<file path="config.mk">
export PLATFORM = sky130hd
export DESIGN_NAME = gost_28147_89_gamma_ctrl_flat
export DESIGN_NICKNAME = d
export VERILOG_FILES = /design/src/rtl/gost_28147_89_pkg.sv /design/src/rtl/gost_28147_89_gamma_ctrl_if.sv /design/src/rtl/gost_gamma_counter.sv /design/src/rtl/gost_28147_89_gamma_ctrl.sv /design/src/flat_wrapper.sv
export SDC_FILE = /design/constraint.sdc
export NUM_CORES = 1
export LEC_CHECK = 0
export CORE_MARGIN = 2
export CORE_UTILIZATION = 45
export DETAILED_ROUTE_END_ITERATION = 10
export PLACE_DENSITY = 0.84
export SYNTH_ARGS = -nofsm -noshare
export SYNTH_HDL_FRONTEND = slang
export SYNTH_SLANG_ARGS = --single-unit
</file>
<file path="constraint.sdc">
create_clock -name clk -period 18.9 [get_ports clk]
set_clock_uncertainty 0.15 [all_clocks]
set_input_delay 1.89 -clock clk [delete_from_list [all_inputs] [get_ports clk]]
set_output_delay 1.89 -clock clk [all_outputs]
set_load 0.1 [all_outputs]
</file>
<file path="src/rtl/gost_28147_89_pkg.sv">
// Shared constants, types and arithmetic for the GOST 28147-89 gamming controller.
package gost_28147_89_pkg;

   localparam logic [31:0] C1 = 32'h01010104;
   localparam logic [31:0] C2 = 32'h01010101;

   typedef logic [63:0] block_t;

   typedef enum logic [2:0] {
      ST_IDLE  = 3'd0,
      ST_SYNC  = 3'd1,
      ST_READY = 3'd2,
      ST_GEN   = 3'd3,
      ST_OUT   = 3'd4
   } gamma_state_e;

   // End-around carry add: 0xFFFFFFFF stays a legal result, no normalization.
   function automatic logic [31:0] add_mod_2p32m1(input logic [31:0] a, input logic [31:0] b);
      logic [32:0] sum;
      sum = {1'b0, a} + {1'b0, b};
      return sum[31:0] + {31'd0, sum[32]};
   endfunction

endpackage

</file>
<file path="src/rtl/gost_28147_89_gamma_ctrl_if.sv">
// Block stream between source/sink (master) and the gamming controller (slave).
interface gost_28147_89_gamma_ctrl_if;
   import gost_28147_89_pkg::*;

   logic   in_valid;
   logic   in_ready;
   block_t in_data;
   logic   out_valid;
   logic   out_ready;
   block_t out_data;

   modport master (
      output in_valid, in_data, out_ready,
      input  in_ready, out_valid, out_data
   );

   modport slave (
      input  in_valid, in_data, out_ready,
      output in_ready, out_valid, out_data
   );

endinterface

</file>
<file path="src/rtl/gost_gamma_counter.sv">
// N3/N4 synchro counter: seeded from E(S), stepped once per accepted block.
module gost_gamma_counter
   import gost_28147_89_pkg::*;
(
   input  logic   clk,
   input  logic   rst,
   input  logic   seed,
   input  block_t seed_val,
   input  logic   step,
   output block_t n_next
);

   logic [31:0] n3;
   logic [31:0] n4;

   // Stepped value is offered combinationally so the core can be loaded with {N4',N3'}.
   assign n_next = {add_mod_2p32m1(n4, C1), n3 + C2};

   always_ff @(posedge clk or posedge rst) begin
      if (rst) begin
         n3 <= '0;
         n4 <= '0;
      end else if (seed) begin
         {n4, n3} <= seed_val;
      end else if (step) begin
         {n4, n3} <= n_next;
      end
   end

endmodule

</file>
<file path="src/rtl/gost_28147_89_gamma_ctrl.sv">
// GOST 28147-89 gamming sequencer around one ECB core; optional CFB mode
// is built when GOST_GAMMA_CFB_EN is defined.
//
// state | meaning
// IDLE  | no synchro loaded, waiting for iv_load
// SYNC  | encrypting S to seed N3/N4
// READY | accepting an input block
// GEN   | core encrypting the counter (or feedback block)
// OUT   | holding result until the sink takes it
module gost_28147_89_gamma_ctrl
   import gost_28147_89_pkg::*;
#(
   parameter int DONE_GUARD = 1
) (
   input  logic   clk,
   input  logic   rst,
   input  logic   iv_load,
   input  block_t iv,
`ifdef GOST_GAMMA_CFB_EN
   input  logic   cfb_sel,
   input  logic   dir,
`endif
   gost_28147_89_gamma_ctrl_if.slave strm,
   output logic   busy,
   output logic   core_load,
   output logic   core_mode,
   output block_t core_pdata,
   input  block_t core_cdata,
   input  logic   core_done
);

   localparam logic [2:0] S_IDLE  = ST_IDLE;
   localparam logic [2:0] S_SYNC  = ST_SYNC;
   localparam logic [2:0] S_READY = ST_READY;
   localparam logic [2:0] S_GEN   = ST_GEN;
   localparam logic [2:0] S_OUT   = ST_OUT;
   localparam int GW = $clog2(DONE_GUARD + 2);

   logic [2:0]    state;
   logic          pend;
   logic          req;
   logic          stale;
   logic          first;
   logic [GW-1:0] guard;
   block_t        lat;
   block_t        fb;
   block_t        cnt_next;
   block_t        gen_out;
   block_t        byp_out;
   logic          cfb_on;
   logic          dir_on;
   logic          hs;
   logic          bypass;
   logic          done_ok;
   logic          done_acc;
   logic          load_evt;
   logic          seed;
   logic          pend_n;
   logic          req_n;
   logic          stale_n;
   logic          load_n;

`ifdef GOST_GAMMA_CFB_EN
   logic cfb_r;
   logic dir_r;

   always_ff @(posedge clk or posedge rst) begin
      if (rst) begin
         cfb_r <= 1'b0;
         dir_r <= 1'b0;
      end else if (iv_load) begin
         cfb_r <= cfb_sel;
         dir_r <= dir;
      end
   end

   assign cfb_on = cfb_r;
   assign dir_on = dir_r;
`else
   assign cfb_on = 1'b0;
   assign dir_on = 1'b0;
`endif

   assign strm.in_ready = (state == S_READY) && !iv_load;
   assign hs            = strm.in_valid && strm.in_ready;
   assign bypass        = cfb_on && first;
   assign done_ok       = core_done && pend && !core_load && (guard == '0);
   assign done_acc      = done_ok && !stale;
   assign load_evt      = iv_load || (hs && !bypass);
   assign seed          = (state == S_SYNC) && done_acc && !iv_load;
   assign gen_out       = lat ^ core_cdata;
   assign byp_out       = strm.in_data ^ fb;
   assign busy          = (state != S_READY);
   assign core_mode     = 1'b0;

   gost_gamma_counter u_counter (
      .clk      (clk),
      .rst      (rst),
      .seed     (seed),
      .seed_val (core_cdata),
      .step     (hs && !cfb_on),
      .n_next   (cnt_next)
   );

   // A load requested while the core still owns an aborted run is deferred
   // until that run's done arrives; that done is then discarded as stale.
   always_comb begin
      pend_n  = pend;
      req_n   = req;
      stale_n = stale;
      load_n  = 1'b0;
      if (done_ok) begin
         pend_n  = 1'b0;
         stale_n = 1'b0;
      end
      if (iv_load && pend_n) stale_n = 1'b1;
      if (load_evt) req_n = 1'b1;
      if (req_n && !pend_n) begin
         load_n = 1'b1;
         req_n  = 1'b0;
         pend_n = 1'b1;
      end
   end

   always_ff @(posedge clk or posedge rst) begin
      if (rst) begin
         pend      <= 1'b0;
         req       <= 1'b0;
         stale     <= 1'b0;
         core_load <= 1'b0;
         guard     <= '0;
      end else begin
         pend      <= pend_n;
         req       <= req_n;
         stale     <= stale_n;
         core_load <= load_n;
         if (load_n) guard <= GW'(DONE_GUARD);
         else if (!core_load && (guard != '0)) guard <= guard - 1'b1;
      end
   end

   always_ff @(posedge clk or posedge rst) begin
      if (rst) begin
         state          <= S_IDLE;
         core_pdata     <= '0;
         lat            <= '0;
         fb             <= '0;
         first          <= 1'b0;
         strm.out_data  <= '0;
         strm.out_valid <= 1'b0;
      end else if (iv_load) begin
         state          <= S_SYNC;
         core_pdata     <= iv;
         strm.out_valid <= 1'b0;
      end else begin
         case (state)
            S_SYNC: begin
               if (done_acc) begin
                  fb    <= core_cdata;
                  first <= 1'b1;
                  state <= S_READY;
               end
            end
            S_READY: begin
               if (hs) begin
                  lat   <= strm.in_data;
                  first <= 1'b0;
                  if (bypass) begin
                     strm.out_data  <= byp_out;
                     strm.out_valid <= 1'b1;
                     fb             <= dir_on ? strm.in_data : byp_out;
                     state          <= S_OUT;
                  end else begin
                     core_pdata <= cfb_on ? fb : cnt_next;
                     state      <= S_GEN;
                  end
               end
            end
            S_GEN: begin
               if (done_acc) begin
                  strm.out_data  <= gen_out;
                  strm.out_valid <= 1'b1;
                  fb             <= dir_on ? lat : gen_out;
                  state          <= S_OUT;
               end
            end
            S_OUT: begin
               if (strm.out_ready) begin
                  strm.out_valid <= 1'b0;
                  state          <= S_READY;
               end
            end
            default: state <= S_IDLE;
         endcase
      end
   end

endmodule

</file>
<file path="src/flat_wrapper.sv">
// flat-port wrapper written by rule: the top's interface ports become plain ports
module gost_28147_89_gamma_ctrl_flat import gost_28147_89_pkg::*;
#(
   parameter int DONE_GUARD = 1
)
  (clk, rst, iv_load, iv, busy, core_load, core_mode, core_pdata, core_cdata, core_done, strm_in_valid, strm_in_data, strm_out_ready, strm_in_ready, strm_out_valid, strm_out_data);
  gost_28147_89_gamma_ctrl_if strm_i ();
  input  logic clk;
  input  logic rst;
  input  logic iv_load;
  input  block_t iv;
  output logic busy;
  output logic core_load;
  output logic core_mode;
  output block_t core_pdata;
  input  block_t core_cdata;
  input  logic core_done;
  input wire logic [$bits(strm_i.in_valid)-1:0] strm_in_valid;
  input wire logic [$bits(strm_i.in_data)-1:0] strm_in_data;
  input wire logic [$bits(strm_i.out_ready)-1:0] strm_out_ready;
  output wire logic [$bits(strm_i.in_ready)-1:0] strm_in_ready;
  output wire logic [$bits(strm_i.out_valid)-1:0] strm_out_valid;
  output wire logic [$bits(strm_i.out_data)-1:0] strm_out_data;
  assign strm_i.in_valid = strm_in_valid;
  assign strm_i.in_data = strm_in_data;
  assign strm_i.out_ready = strm_out_ready;
  assign strm_in_ready = strm_i.in_ready;
  assign strm_out_valid = strm_i.out_valid;
  assign strm_out_data = strm_i.out_data;
  gost_28147_89_gamma_ctrl #(.DONE_GUARD(DONE_GUARD)) u_core (.clk(clk), .rst(rst), .iv_load(iv_load), .iv(iv), .strm(strm_i), .busy(busy), .core_load(core_load), .core_mode(core_mode), .core_pdata(core_pdata), .core_cdata(core_cdata), .core_done(core_done));
endmodule
</file>
Word-level counts from Yosys, hierarchy flattened
Cells that the tools add are included.
{ "word_totals": {"reg_bits": 266, "latch_bits": 0, "mem_bits_rw": 0, "rom_bits": 0, "inputBits": 198, "out_inout_bits": 133, "elab_cells": 82, "mem_count": 0} }
{ "classes": {"n_addsub": 4, "n_mul": 0, "div_mod_pow": 0, "magnitude_cmp": 0, "n_eq_ne": 9, "shifts": 0, "mux": 26, "bitwise_logic": 2, "n_reduce_logical": 29} }
{ "op_table": {"columns": ["cell", "count"], "rows": [
  ["$mux 64", 3],
  ["$mux 32", 4],
  ["$xor 64x64->64", 1],
  ["$add 32x25->33 const B", 1],
  ["$add 32x1->32", 1],
  ["$add 32x25->32 const B", 1],
  ["$mux 3", 5],
  ["$ne 3x2->1 const B", 4],
  ["$pmux 3 s4", 1],
  ["$reduce_bool 2->1", 6],
  ["$logic_and 1x1->1", 11],
  ["$mux 1", 10],
  ["$reduce_and 3->1", 3],
  ["$eq 3x2->1 const B", 2],
  ["$logic_not 1->1", 4],
  ["$mux 2", 2],
  ["$reduce_and 4->1", 1],
  ["$eq 3x1->1 const B", 1],
  ["$eq 3x3->1 const B", 1],
  ["$ne 3x3->1 const B", 1],
  ["$reduce_bool 3->1", 1],
  ["$logic_not 2->1", 1],
  ["$pmux 1 s2", 1],
  ["$reduce_and 2->1", 1],
  ["other kinds (3)", 3]
]} }

Longest topological paths before layout
Gate-level depths: netlist of run 1.
{ "depth": {"depth_word": 8, "depth_mapped": 17, "depth_no_buf": 14} }

By module
From an unflattened synthesis of run 1, not the netlist that was laid out.
{ "hier_totals": {"hier_cells": 1286, "hier_area_um2": 14712.9} }
{ "modules_own_cells": {"columns": ["module", "instances", "cells_per_inst", "area_per_inst_um2"], "rows": [
  ["gost_28147_89_gamma_ctrl", 1, 599, 9281.4],
  ["gost_gamma_counter", 1, 687, 5431.5]
]} }

Worst setup path after synthesis of run 1
OpenSTA, ideal clock, no wires.
{ "synth_path": {"path_type": "input-to-output", "from": "input port iv_load", "to": "output port strm_in_ready", "arrival_time_ns": 3.269, "required_ns": 16.860, "slack_ns": 13.591, "path_stages": 1, "cell_sequence": "nor2_1"} }
{ "synth_via": {"elab_chain_cells": 2} }
{ "synth_rtl": {"columns": ["item", "line_no", "text"], "rows": [
  ["from (decl)", "flat_wrapper.sv:10", "input logic iv_load;"],
  ["$logic_not 1->1", "gost_28147_89_gamma_ctrl.sv:84", "assign strm.in_ready = (state == S_READY) && !iv_load;"],
  ["$logic_and 1x1->1", "gost_28147_89_gamma_ctrl.sv:84", null],
  ["to (decl)", "flat_wrapper.sv:21", "output wire logic [$bits(strm_i.in_ready)-1:0] strm_in_ready;"]
]} }
Every way passes these cells.

Final worst setup path of run 1
Same ends and word-level chain as after synthesis.

==> summary.txt, run 1 <==
final setup violation count: 0
CTS tree: yes
via count: 12563
hold_sp: u_core.lat[58]
Detail Placement HPWL: 28900 um
maximum VDD drop: 0.0000764 V
GRT Util Overall: 25.2%
startpoint types: input port
leading cell type in the layout, fill and taps excluded: clkdlybuf4s50_1
pwr/cell area: 131 nW/um2
initial antenna violation count: 2
CP Launch Point: iv_load
H-tree levels: 1
Slew Viols, Final: 0
Layout area overhead: 31.6%
Yosys reg bits: 266
Reg-to-Reg End: u_core.u_counter.n4[30]
first-pass GRT wire length: 64500 um
Synth area leader: dfrtp_1
RSZ-0062 raised after global routing: no
critical path class: in -> out
max-cap violations: 0
required time of the critical path: 16.86 ns
Clk Tree Root Cell: clkbuf_16
Site Rows: 64
Final Hold Vio Count: 0
CTS resizes: 0
post-route ant nets: 0
Post-Syn Area: 13800 um2
gp weighted congestion: 0.875
Worst-Skew Late Latency: 0.55 ns
grt total ovfl: 0
1st-iter DRT viols: 872
Setup Buffers After CTS: 0
worst r2r path cells: 14
most frequent cells in the layout: clkdlybuf4s50_1 (328), nand2_1 (324), dfrtp_1 (266), a21oi_1 (139), nor2_1 (132)
Avg Cell Area, Syn: 8.95 um2
Mapped Cells: 1546
Relative slew margins: 27.1%
clock period minus worst slack: 5.96 ns
die height: 179 um
DR pass1 iterations: 5
vias per cell: 5.62
Die ar.: 32200 um2
CP endpoint kind: primary output
Worst Path Arrival: 3.92 ns
Sink Count: 266
Post-Layout Inst Area: 18200 um2
Starting Density: 45.5%
core area: 30400 um2
yosys warns: 0
clk buf depth: 3
Inserted Clock Buffers: 29
worst-path maximum fanout: 49
status: finished clean
Slew @ Worst Pin: 1.09 ns
largest net degree at the start of global routing: 131
synth top area cells: dfrtp_1 (48%), nand2_1 (8.8%), xnor2_1 (6.9%)
FMAX: 0.168 GHz
Yosys top cell area share: 48.1%
HP Class: reg -> reg
R2R Path Start: u_core.u_counter.n4[2]
register area share after synthesis: 48.1%
via count of the first global-routing pass: 12355
EDFF count, synth: 0
R2R Setup Slk: 14.11 ns
Post-Syn Nets: 1751
CP Capture Point: strm_in_ready
final WL: 41600 um
asr flop ratio synth: 100%
residual DRC count: 0
Cell Area, Placed: 17200 um2
count of different cell masters after synthesis: 82
die width: 179 um
layout cells sized above 1: 4.95%
DR WL/cell: 18.6 um
Final TNS setup: 0 ns
I/O Buffers: 329
Pleak: 7.66 nW
Clock Pin Slew Worst Setup and Hold Paths: 0.06 ns
Final Cycle Share: 31.5%
top_reg_cell synth: dfrtp_1
fin nets: 2021
IO Count: 331
hold_buf cts: 0
cells in the mapped netlist, types with 3 or more instances:
library cell / n
nand2_1: 325
dfrtp_1: 266
a21oi_1: 139
nor2_1: 133
xnor2_1: 109
o21ai_0: 97
clkbuf_1: 68
nor3_1: 33
a221o_1: 31
inv_1: 30
nand3_1: 27
xor2_1: 19
nor3b_1: 18
a22oi_1: 15
mux2i_1: 15
buf_6: 12
nand4_1: 12
and2_1: 11
and3_1: 11
buf_2: 10
a21o_1: 9
buf_1: 9
nor4_1: 8
o311ai_0: 8
ha_1: 7
nand2b_1: 7
nor2b_1: 6
a211o_1: 5
a211oi_1: 5
a31oi_1: 5
o31a_1: 5
o31ai_1: 5
or2_2: 5
or3_1: 5
o21a_1: 4
o21bai_1: 4
a21boi_0: 3
a32oi_1: 3
and4_1: 3
nand4bb_1: 3
o21ai_1: 3
or4_4: 3
area by class of cell:
| cell class | count | area (um2) |
|---|---|---|
| timing repair buffer | 342 | 3390 |
| inverter | 30 | 120 |
| sequential | 266 | 6660 |
| clock inverter | 11 | 143 |
| multi-input combinational | 1147 | 6580 |
| tap | 396 | 495 |
| clock buffer | 42 | 815 |
| fill | 2540 | 12200 |
| antenna | 1 | 2.50 |
state kept, by name, summed over array words and instances (netlist names):
| signal | count |
|---|---|
| u_core.core_pdata | 64 |
| u_core.lat | 64 |
| u_core.strm.out_data | 64 |
| u_core.u_counter.n3 | 32 |
| u_core.u_counter.n4 | 32 |
| u_core.state | 3 |
| u_core.guard | 2 |
| u_core.core_load | 1 |
| u_core.pend | 1 |
| u_core.req | 1 |
| u_core.stale | 1 |
| u_core.strm.out_valid | 1 |
where the power goes:
group / leakage [nW] / switching, mW / internal, mW
Sequential: 3.43 / 0.162 / 0.702
Combinational: 3.76 / 0.623 / 0.319
Clock: 0.469 / 0.234 / 0.340
per-layer routing:
layer / global-route usage, % / share of wire [%]
met5: 0 / 0.031
met4: 10.0 / 4.5
met3: 5.80 / 8.1
met2: 44.0 / 49
met1: 30.1 / 38
worst max-delay path, cell delays in order:
cell and delay, ns:
buf_4 0.26, nor2_1 0.48, clkdlybuf4s50_1 1.26
cells by family (layout without fill, tap and decap cells):
kind of cell,Yosys count,after routing,share of synthesized area [%]
AND/OR/NAND/NOR,626,626,20.4
AO/OA/AOI/OAI,369,369,17.0
flip-flops,266,266,48.1
buffers and inverters,133,425,4.51
XOR/XNOR,128,128,8.10
multiplexers,16,16,1.17
adder cells (fa/ha/maj),7,7,0.633
other,1,2,0.0271
worst min-delay path by stage:
stage	to	slack (ns)	cells after the start
floorplan	u_core.pend	0.31	2
global placement	u_core.pend	0.32	2
global route	u_core.lat[2]	0.37	2
finish	u_core.lat[58]	0.34	2
CTS	u_core.lat[0]	0.35	2
detailed placement	u_core.lat[0]	0.33	2
per-stage QoR:
step / power (mW) / worst slack, ns / cells / utilization, % / hold WS (ns)
floorplan: 1.55 / 9.53 / 1546 / - / 0.311
global placement: 1.78 / 13.02 / 2181 / 56.7 / 0.322
detailed placement: 1.80 / 12.98 / 2181 / 56.7 / 0.333
CTS: 2.39 / 12.93 / 2234 / 59.8 / 0.348
global route: 2.49 / 12.86 / 2234 / 59.8 / 0.370
finish: 2.38 / 12.94 / 2235 / 59.8 / 0.344
No activity file was read; power rests on OpenSTA's default activity.
==> run 2: changes to the inputs <==
Settings changed: PLACE_DENSITY 0.84 to 0.87.
Clock period 18.9 ns to 5 ns, I/O delays scaled along.
==> run 2 against run 1 <==
Clock-buffer cell count grew 1. Worst setup slack got worse by 12 ns. Largest power group unchanged. Flip-flop and latch count stayed put. Critical path depth increased by 11. Core utilization is 0.32 points higher. Routed wire length increased by 1.2%. Register-to-register slack got worse by 14 ns. Total power grew to 3.8 times the previous value. Sequential share of layout area decreased by 0.20 points.
==> summary.txt, run 2 (synthesis gave the netlist of run 1 again) <==
Top Usage Layer GRT: met2
vias per cell: 5.61
CP Cell Sequence: and4_2, a21o_1, a31oi_1, nor3b_1, ha_1, ha_1, and2_1, nand2_1, a221o_1, nor2_1, nand2_1, nor4_2, mux2i_1, a211o_1
Hold Crit Endpoint: u_core.state[1]
worst r2r path cells: 14
Worst Slack Setup Final: 0.487 ns
required time of the critical path: 5.28 ns
hold_buf cts: 0
die width: 179 um
clock period minus worst slack: 4.51 ns
maximum VDD drop: 0.000329 V
Sink Count: 266
sequential power share: 36.0%
most frequent cells in the layout: clkdlybuf4s50_1 (328), nand2_1 (324), dfrtp_1 (266), a21oi_1 (139), nor2_1 (132)
R2R Path Start: u_core.u_counter.n4[5]
H-tree levels: 1
residual DRC count: 0
# fillers: 2523
grt total ovfl: 0
CP top delay family: simple AND/OR/NAND/NOR gates
initial antenna violation count: 2
Detail Placement HPWL: 29600 um
Final Hold Vio Count: 0
met3 GRT Util: 6.20%
Crit-path slowest cell: dfrtp_1
Pleak: 7.71 nW
Worst-Skew Late Latency: 0.55 ns
grt met2 use: 44.7%
hold_sp: iv_load
net switching power: 3.86 mW
worst hold slack: 0.285 ns
Relative slew margins: 29.1%
RSZ-0062 raised after global routing: no
fin nets: 2025
worst-path maximum fanout: 14
pwr/cell area: 493 nW/um2
biggest regs: u_core.core_pdata (64), u_core.lat (64), u_core.strm.out_data (64)
Starting Density: 45.5%
R2R Setup Slk: 0.49 ns
GRT Util Overall: 25.9%
1st-iter DRT viols: 748
IO Count: 331
CTS tree: yes
CP Buf/Inv Count: 0
final WL: 42100 um
Final TNS setup: 0 ns
FMAX: 0.222 GHz
via count of the first global-routing pass: 12667
Gate power share: 39.5%
first-pass GRT wire length: 66400 um
Worst Path Arrival: 4.79 ns
Layout area overhead: 32.3%
clk buf depth: 3
storage element area: 6660 um2
post-route ant nets: 0
Slew Viols, Final: 0
Final Cycle Share: 90.3%
post-route core utilization: 60.1%
core area: 30400 um2
Clock Pin Slew Worst Setup and Hold Paths: 0.06 ns
Site Rows: 64
max-cap violations: 0
status: finished clean
DR pass1 iterations: 5
worst hold path depth: 2
via count: 12549
leading cell type in the layout, fill and taps excluded: clkdlybuf4s50_1
sw frac: 42.7%
layout cells sized above 1: 5.43%
Critical Path Max Stage Delay: 0.56 ns
final setup violation count: 0
Reg-to-Reg End: u_core.core_pdata[62]
largest net degree at the start of global routing: 135
critical path class: reg -> reg
die height: 179 um
total internal power: 5.17 mW
Setup Buffers After CTS: 0
met1 usage: 31.7%
I/O Buffers: 329
CTS resizes: 0
Die ar.: 32200 um2
CP endpoint kind: flip-flop
Placement Setup Slack: 0.375 ns
Inserted Clock Buffers: 29
clock group share of total power: 24.5%
area occupied by multi-input gates: 6580 um2
gp weighted congestion: 0.880
Tot Pwr: 9.03 mW
Clk Tree Root Cell: clkbuf_16
HP Class: in -> reg
Slew @ Worst Pin: 1.06 ns
Inserted Diodes: 0
startpoint types: flip-flop
DR WL/cell: 18.8 um
-- run 2: changes by cell type in the layout (fill, tap and decap cells not counted), moves of 2 or more --
cell / before / now
clkbuf_8: 4 / 10
clkbuf_1: 9 / 4
buf_12: 0 / 4
inv_8: 2 / 0
-- run 2: worst max-delay path by stage --
| stage | from | endpoint | cells after the start |
|---|---|---|---|
| CTS | u_core.u_counter.n4[5] | u_core.core_pdata[62] | 14 |
| floorplan | rst | u_core.core_load | 1 |
| finish | u_core.u_counter.n4[5] | u_core.core_pdata[62] | 14 |
| global route | u_core.u_counter.n4[5] | u_core.u_counter.n4[30] | 14 |
| global placement | u_core.u_counter.n4[5] | u_core.core_pdata[62] | 14 |
| detailed placement | u_core.u_counter.n4[5] | u_core.core_pdata[62] | 14 |
-- run 2: final cells by class --
type                       instances  area share [%]
clock buffer                      43            4.80
clock inverter                     9           0.554
inverter                          30           0.636
multi-input combinational       1147            36.0
sequential                       266            36.4
tap                              396            2.71
timing repair buffer             346            19.0
-- run 2: per-layer routing --
metal | share of wire [%] | vias up
li1 | - | 5854
met1 | 39 | 6111
met2 | 49 | 464
met3 | 7.5 | 116
met4 | 3.8 | 4
met5 | 0.059 | -
-- run 2: stage by stage --
stage / std cells / area (um2)
global placement: 2185 / 17300
global route: 2237 / 18300
floorplan: 1546 / 13800
CTS: 2237 / 18300
detailed placement: 2185 / 17300
finish: 2237 / 18300
-- run 2: worst reg2reg max path, stage by stage, from the launching register on --
cell and delay, ns:
dfrtp_1 0.56, and4_2 0.45, a21o_1 0.22, a31oi_1 0.20, nor3b_1 0.42, ha_1 0.25, ha_1 0.25, and2_1 0.23
nand2_1 0.07, a221o_1 0.35, nor2_1 0.23, nand2_1 0.23, nor4_2 0.37, mux2i_1 0.14, a211o_1 0.28
-- run 2: power groups by stage --
stage / Sequential [mW] / Clock [mW] / Combinational (mW)
CTS: 3.23 / 2.24 / 3.58
global route: 3.33 / 2.33 / 3.82
finish: 3.25 / 2.21 / 3.57
floorplan: 4.26 / 0 / 1.61
detailed placement: 3.26 / 0 / 3.55
global placement: 3.22 / 0 / 3.50
==> run 3: changes to the inputs <==
Settings changed: CAP_MARGIN set to 25, CORE_ASPECT_RATIO set to 0.6.
==> run 3 against run 2 <==
Die area is 0.15% higher. Non-clock buffer count grew 6. Sequential share of layout area is essentially flat. Worst hold slack got worse by 0.015 ns. Sequential power barely moved. Combinational power increased by 2%. Critical path type unchanged. Critical endpoint unchanged. Highest routed layer is now met4.
==> summary.txt, run 3 (synthesis gave the netlist of run 1 again) <==
CP Launch Point: u_core.u_counter.n4[17]
Final Cycle Share: 90.7%
via count of the first global-routing pass: 12506
Relative slew margins: 27.7%
Detail Placement HPWL: 31300 um
via count: 12743
DR WL/cell: 19.5 um
Final TNS setup: 0 ns
Worst-Skew Late Latency: 0.56 ns
biggest regs: u_core.core_pdata (64), u_core.lat (64), u_core.strm.out_data (64)
layout cells sized above 1: 5.64%
required time of the critical path: 5.29 ns
CP Capture Point: u_core.core_pdata[62]
most frequent cells in the layout: clkdlybuf4s50_1 (327), nand2_1 (324), dfrtp_1 (266), a21oi_1 (139), nor2_1 (132)
R2R Path Start: u_core.u_counter.n4[17]
FMAX: 0.220 GHz
core area: 30100 um2
# placed instances: 2203
hold_buf cts: 0
CTS resizes: 0
gp weighted congestion: 0.945
IO Count: 331
die height: 140 um
worst hold path depth: 2
maximum VDD drop: 0.000268 V
clock period minus worst slack: 4.54 ns
final setup violation count: 0
pwr/cell area: 491 nW/um2
CP endpoint kind: flip-flop
fin nets: 2029
Worst Path Arrival: 4.82 ns
H-tree levels: 1
DR pass1 iterations: 5
vias per cell: 5.64
die width: 230 um
# fillers: 2506
CTS tree: yes
startpoint types: flip-flop
worst-path maximum fanout: 12
Worst Slack Setup Final: 0.464 ns
Inserted Clock Buffers: 27
Die ar.: 32200 um2
GRT Util Overall: 27.0%
final WL: 44000 um
Starting Density: 46.0%
Clk Tree Root Cell: clkbuf_16
grt total ovfl: 0
1st-iter DRT viols: 1202
Sink Count: 266
worst r2r path cells: 14
I/O Buffers: 329
Reg-to-Reg End: u_core.core_pdata[62]
residual DRC count: 0
initial antenna violation count: 8
max-cap violations: 0
leading cell type in the layout, fill and taps excluded: clkdlybuf4s50_1
Layout Cells excl Fill: 2259
Tot Pwr: 8.99 mW
critical path class: reg -> reg
first-pass GRT wire length: 69300 um
clk buf depth: 3
Setup Buffers After CTS: 0
Slew @ Worst Pin: 1.08 ns
post-route ant nets: 0
RSZ-0062 raised after global routing: no
HP Class: in -> reg
Clock Pin Slew Worst Setup and Hold Paths: 0.07 ns
Placement Setup Slack: 0.418 ns
Layout area overhead: 32.2%
status: finished clean
Site Rows: 49
R2R Setup Slk: 0.46 ns
largest net degree at the start of global routing: 117
Final Hold Vio Count: 0
Pleak: 7.70 nW
Slew Viols, Final: 0
[run 3: cell count changes in the layout (fill, tap and decap cells not counted), sizes merged]
cell,previous run,this run
clkinvlp,2,3
diode,0,6
bufinv,2,3
clkdlybuf4s50,328,327
clkbuf,43,34
buf,18,25
clkinv,5,10
[run 3: critical path, stage by stage (launching register included)]
cell     delay, ns
dfrtp_1       0.57
nand4_1       0.30
o31ai_1       0.41
a31oi_1       0.18
nor3b_2       0.31
ha_1          0.22
ha_1          0.23
and2_1        0.24
nand2_1       0.08
a221o_1       0.38
nor2_1        0.28
nand2_1       0.25
nor4_2        0.39
mux2i_1       0.15
a211o_1       0.28
[run 3: worst min path at each step]
| stage | startpoint | endpoint | slack, ns |
|---|---|---|---|
| after floorplan | u_core.req | u_core.pend | 0.31 |
| after global placement | u_core.req | u_core.pend | 0.32 |
| after detailed placement | u_core.req | u_core.pend | 0.33 |
| after CTS | iv_load | u_core.state[2] | 0.27 |
| after global routing | iv_load | u_core.state[1] | 0.31 |
| final | iv_load | u_core.state[2] | 0.27 |
[run 3: per-layer routing]
metal	wire, um	global-route usage (%)	share of wire (%)	up-vias
met5	0	0	0	-
met4	992	6.93	2.3	0
met3	4100	6.82	9.3	72
met2	18400	38.8	42	582
met1	20500	40.5	47	6211
li1	-	-	-	5878
[run 3: final cells by class]
cell class	count	area [um2]	share of cell area, %
flip-flops and latches	266	6660	36.4
repair buffers	352	3510	19.2
well taps	408	510	2.79
clock buffers	34	722	3.95
inverters	30	116	0.636
diodes	6	15.0	0.0821
clock inverters	16	175	0.958
multi-input cells	1147	6590	36.0
[run 3: stage by stage]
stage | utilization, % | hold WS (ns) | cell area (um2)
floorplan | - | 0.311 | 13800
global placement | 57.7 | 0.318 | 17400
detailed placement | 57.7 | 0.332 | 17400
CTS | 60.7 | 0.266 | 18300
global route | 60.8 | 0.311 | 18300
finish | 60.8 | 0.269 | 18300
[run 3: where the power goes]
group | internal [mW] | leakage (nW) | total [mW] | switching, mW
clock network | 1.19 | 0.440 | 2.10 | 0.909
registers | 2.65 | 3.43 | 3.24 | 0.588
logic | 1.22 | 3.82 | 3.65 | 2.43
total | 5.06 | 7.70 | 8.99 | 3.93
